**config.mk**
```make
export PLATFORM = sky130hd
export DESIGN_NAME = cv32e40x_rf_write_queue
export DESIGN_NICKNAME = d
export VERILOG_FILES = /design/src/rtl/cv32e40x_rf_write_queue.sv
export SDC_FILE = /design/constraint.sdc
export NUM_CORES = 1
export LEC_CHECK = 0
export BUFFER_PORTS_ARGS = -buffer_cell sky130_fd_sc_hd__buf_2
export CORE_MARGIN = 2
export CORE_UTILIZATION = 30
export DETAILED_ROUTE_END_ITERATION = 10
export PLACE_DENSITY_LB_ADDON = 0.1
export SLEW_MARGIN = 40
export SYNTH_ARGS = -nofsm -noshare
export SYNTH_HDL_FRONTEND = slang
export SYNTH_SLANG_ARGS = --single-unit
```
**constraint.sdc**
```tcl
create_clock -name clk -period 4.6 [get_ports clk]
set_clock_uncertainty 0.15 [all_clocks]
set_input_delay 0.69 -clock clk [delete_from_list [all_inputs] [get_ports clk]]
set_output_delay 0.69 -clock clk [all_outputs]
set_load 0.005 [all_outputs]
```
**src/rtl/cv32e40x_rf_write_queue.sv**
```systemverilog
// In-order queue of late write-back results draining into an idle register file write port,
// with youngest-entry forwarding for operand reads while writes are still pending.
module cv32e40x_rf_write_queue #(
  parameter int unsigned DEPTH                  = 4,
  parameter int unsigned REGFILE_NUM_READ_PORTS = 2
) (
  input  logic                       clk,
  input  logic                       rst,
  input  logic                       in_valid_i,
  output logic                       in_ready_o,
  input  logic [4:0]                 in_addr_i,
  input  logic [31:0]                in_data_i,
  input  logic                       wgrant_i,
  output logic                       we_o,
  output logic [4:0]                 waddr_o,
  output logic [31:0]                wdata_o,
  input  logic [4:0]                 raddr_i    [REGFILE_NUM_READ_PORTS],
  output logic                       fwd_hit_o  [REGFILE_NUM_READ_PORTS],
  output logic [31:0]                fwd_data_o [REGFILE_NUM_READ_PORTS],
  output logic [$clog2(DEPTH):0]     count_o,
  output logic                       empty_o,
  output logic                       full_o
);

  localparam int unsigned PW = $clog2(DEPTH);
  localparam int unsigned CW = PW + 1;

  logic [4:0]    addr_q  [DEPTH];
  logic [31:0]   data_q  [DEPTH];
  logic [DEPTH-1:0] valid_q;
  logic [PW-1:0] wptr_q;
  logic [PW-1:0] rptr_q;
  logic [CW-1:0] count_q;

  logic push;
  logic pop;

  assign empty_o    = (count_q == '0);
  assign full_o     = (count_q == CW'(DEPTH));
  assign in_ready_o = !full_o;
  assign count_o    = count_q;

  // x0 writes complete the handshake but are never stored
  assign push = in_valid_i && in_ready_o && (in_addr_i != 5'd0);
  assign pop  = we_o;

  assign we_o    = !empty_o && wgrant_i;
  assign waddr_o = empty_o ? 5'd0  : addr_q[rptr_q];
  assign wdata_o = empty_o ? 32'd0 : data_q[rptr_q];

  always_ff @(posedge clk) begin
    if (rst) begin
      wptr_q  <= '0;
      rptr_q  <= '0;
      count_q <= '0;
      valid_q <= '0;
      for (int unsigned i = 0; i < DEPTH; i++) begin
        addr_q[i] <= 5'd0;
        data_q[i] <= 32'd0;
      end
    end else begin
      if (push) begin
        addr_q[wptr_q]  <= in_addr_i;
        data_q[wptr_q]  <= in_data_i;
        valid_q[wptr_q] <= 1'b1;
        wptr_q          <= wptr_q + PW'(1);
      end
      if (pop) begin
        valid_q[rptr_q] <= 1'b0;
        rptr_q          <= rptr_q + PW'(1);
      end
      if (push && !pop) begin
        count_q <= count_q + CW'(1);
      end else if (pop && !push) begin
        count_q <= count_q - CW'(1);
      end
    end
  end

  // Walk from head to tail so the last match found is the youngest entry
  always_comb begin
    logic [PW-1:0] idx;
    idx = '0;
    for (int unsigned p = 0; p < REGFILE_NUM_READ_PORTS; p++) begin
      fwd_hit_o[p]  = 1'b0;
      fwd_data_o[p] = 32'd0;
      for (int unsigned i = 0; i < DEPTH; i++) begin
        idx = rptr_q + PW'(i);
        if ((raddr_i[p] != 5'd0) && valid_q[idx] && (addr_q[idx] == raddr_i[p])) begin
          fwd_hit_o[p]  = 1'b1;
          fwd_data_o[p] = data_q[idx];
        end
      end
    end
  end

endmodule

```
==> impl_metrics.json <==
{
  "wl_per_cell_um": 24.8,
  "die_h_um": 206,
  "synth_area_leaders": "edfxtp_1 36%, mux4_2 15%, and2_1 7.6%",
  "ys_types": 46,
  "setup-tns-final_ns": 0,
  "critPathSlowestCell": "mux4_2",
  "drtAntennaViolNets": 0,
  "cp_num_buf_inv": 3,
  "htree_levels": 4,
  "hold_start": "count_o[2]",
  "rsz0062_at_grt": "no",
  "path_clk_slew_ns": 0.07,
  "antenna_found_initial": 2,
  "drt-pass1-iter-count": 5,
  "crit_type": "register to output port",
  "ir_drop_v": 0.000297,
  "r2r_start": "count_o[0]",
  "area_growth_pct": 14.8,
  "gp_congestion": 0.799,
  "synth_edf_count": 148,
  "core_area_sq_um": 40600,
  "crit_path_end_kind": "output port",
  "drc_errors": 0,
  "place_inst": 1689,
  "place_hpwl_um": 27100,
  "layoutNonFillerInstCount": 1721,
  "r2r_setup_slack_ns": 1.52,
  "crit_family": "compound AO/OA/AOI/OAI gates",
  "async_reset_ff_frac": 0,
  "worstPathRequired_ns": 3.76,
  "avgSynthCellArea_sq_um": 11.4,
  "ys_ff_latch": 161,
  "ys_seq_area_frac": 0.383,
  "maxCapViolCount": 0,
  "clockBufferDepth": 2,
  "dieArea_sq_um": 42600,
  "hold_class": "register to register",
  "hold_depth": 2,
  "slowest_delay_ns": 0.57,
  "r2r-end": "data_q[2][10]",
  "num_antenna_cells": 0,
  "synth_ff_type": "edfxtp_1",
  "wirelength_um": 42600,
  "cp-start-kind": "register",
  "ioPinCount": 161,
  "rows": 74,
  "cellLeakagePower_uw": 0.00513,
  "drive_gt1_frac": 0.334,
  "grt.overflow.total": 0,
  "grt.total_usage": 0.202,
  "grt_start_max_net_pins": 66,
  "multiInputGateArea_sq_um": 6970,
  "power_density_nw_per_um2": 486,
  "ys_warn_count": 0,
  "num_vias": 9600,
  "arrival_ns": 3.57,
  "synth_fp_nets": 1141,
  "whs_endpoint": "count_o[2]",
  "path_cells": "inv_1 -> ha_4 -> mux4_2 -> or3_1 -> a211oi_2 -> and3_2 -> buf_12 -> a221oi_2 -> o22ai_1 -> buf_2",
  "r2r_cells": 8,
  "worstPathMaxFanout": 33,
  "grt_pass1_wl_um": 63000,
  "regArea_sq_um": 4710,
  "setup_violations": 0,
  "period_needed_ns": 4.41,
  "tightest_slew_ns": 0.793,
  "synth_common_cells": "149 x and2_1, 148 x edfxtp_1, 98 x o21ai_0",
  "start_util": 0.302,
  "clkSinkCount": 161,
  "fmax_mhz": 227,
  "crit_path_start": "rptr_q[0]",
  "nNetsFinal": 1237,
  "layout_worst_path_cycle_share": 0.958,
  "drt-initial-drc-count": 558,
  "synth.top_cell.area_share": 0.362,
  "yosysTopAreaCell": "edfxtp_1",
  "die_x_um": 206,
  "cts_buffers": 17,
  "cts_tree": "built",
  "status": "finished, final reports clean",
  "maxSlewViolCount": 0,
  "netlist_instances": 1080,
  "syn_area_sq_um": 12300,
  "clkLatencyLatePin_ns": 0.43,
  "grt_pass1_vias": 9604,
  "port-buffer-count": 160,
  "viasPerCell": 5.58,
  "clockRootBuffer": "clkbuf_16",
  "hold_viol": 0,
  "max_slew_margin": 0.471,
  "fillers": 4009,
  "synth.most_common_cell": "and2_1"
}
## flip-flops by register name, summed over array words and instances (netlist names), named ones only
name and cells:
addr_q 20, count_o 3, data_q 128, rptr_q 2, valid_q 4, wptr_q 2
## stage by stage
step	instance area [sq um]	utilization	hold WS [ns]	total power [uW]	setup slack (ns)
2_1_floorplan	12300	-	0.350	4550	0.000573
3_3_place_gp	13500	0.333	0.369	5510	0.471
3_5_place_dp	13500	0.333	0.385	5520	0.443
4_1_cts	14100	0.347	0.397	6910	0.0142
5_1_grt	14100	0.347	0.409	7300	0.0228
6_report	14100	0.347	0.396	6850	0.194
## logic make-up (layout without fill, tap and decap cells)
logic type	after synthesis	after routing	share of synthesized area
AOI/OAI and AO/OA	277	277	0.160
xor gates and xnor gates	43	43	0.0307
adders and majority gates	10	10	0.0108
buffers and inverters	125	234	0.0553
DFF	161	161	0.383
muxes	163	163	0.223
and+or+nand+nor	301	301	0.137
## worst max path at each step
| stage | endpoint | slack [ns] | cells after the start |
|---|---|---|---|
| after floorplan | fwd_data_o[10] | 0.0006 | 17 |
| final | fwd_data_o[49] | 0.19 | 10 |
| after CTS | fwd_data_o[6] | 0.01 | 8 |
| after global routing | fwd_data_o[58] | 0.02 | 10 |
| after global placement | fwd_data_o[54] | 0.47 | 10 |
| after detailed placement | fwd_data_o[32] | 0.44 | 10 |
## metal layers
metal  vias up  GRT usage  share of wire
met5         -          0        0.00056
met4         4     0.0643          0.024
met3        66     0.0293          0.044
met2       310      0.334           0.48
met1      4850      0.272           0.45
li1       4370          -              -
## final cells by class
cell class	instances	share of cell area
repair buffers	194	0.0831
clock inverters	15	0.00870
clock buffers	17	0.0302
flip-flops and latches	161	0.334
inverters	8	0.00213
multi-input cells	794	0.494
well taps	532	0.0472
## worst register-to-register path: stages (launching register included)
cell     delay, ns
dfxtp_1       0.45
nor2_1        0.08
nand2_1       0.10
o311a_1       0.47
nor2b_4       0.24
buf_4         0.31
and3_1        0.23
or2_2         0.42
buf_12        0.30
## repair_timing
action / 4_1_cts / 5_1_grt
setup buffers: 0 / 0
endpoints found under the setup margin: 2 / 46
gates resized for setup: 1 / 3
hold buffers: 0 / 0
## where the power goes
| group | internal [uW] | total (uW) | switching, uW |
|---|---|---|---|
| clock | 709 | 1370 | 665 |
| sequential | 1800 | 1950 | 157 |
| combinational | 1490 | 3530 | 2040 |
## cells in the final DEF, fill, tap and decap left out, types with 3 or more instances in the layout
cell type   netlist  layout
dfxtp_1          13       9
inv_8             0       3
a221oi_2         30      30
buf_2            18     160
clkinvlp_4        0       3
nor3_1            4       3
o22ai_1          64      62
xnor2_1          28      28
mux4_2           84      84
inv_1             8       7
nand2_1          38      38
and3_1            4       3
a21oi_1          37      37
buf_12            0       9
nor2_1           44      44
or2_2             3       3
mux2_2           34      34
and2_1          149     149
nand3_1           5       5
clkbuf_16         0      17
nand4_1           3       3
dfxtp_2           0       3
a221oi_1         34      34
nor2b_1          39      38
ha_1              9       8
buf_4             9      24
or3_1             4       4
xor2_1           15      15
mux2i_1          44      44
inv_6             0       6
a211oi_1          5       5
edfxtp_1        148     148
o21ai_0          98      98
Power figures use the tool's default switching activity.
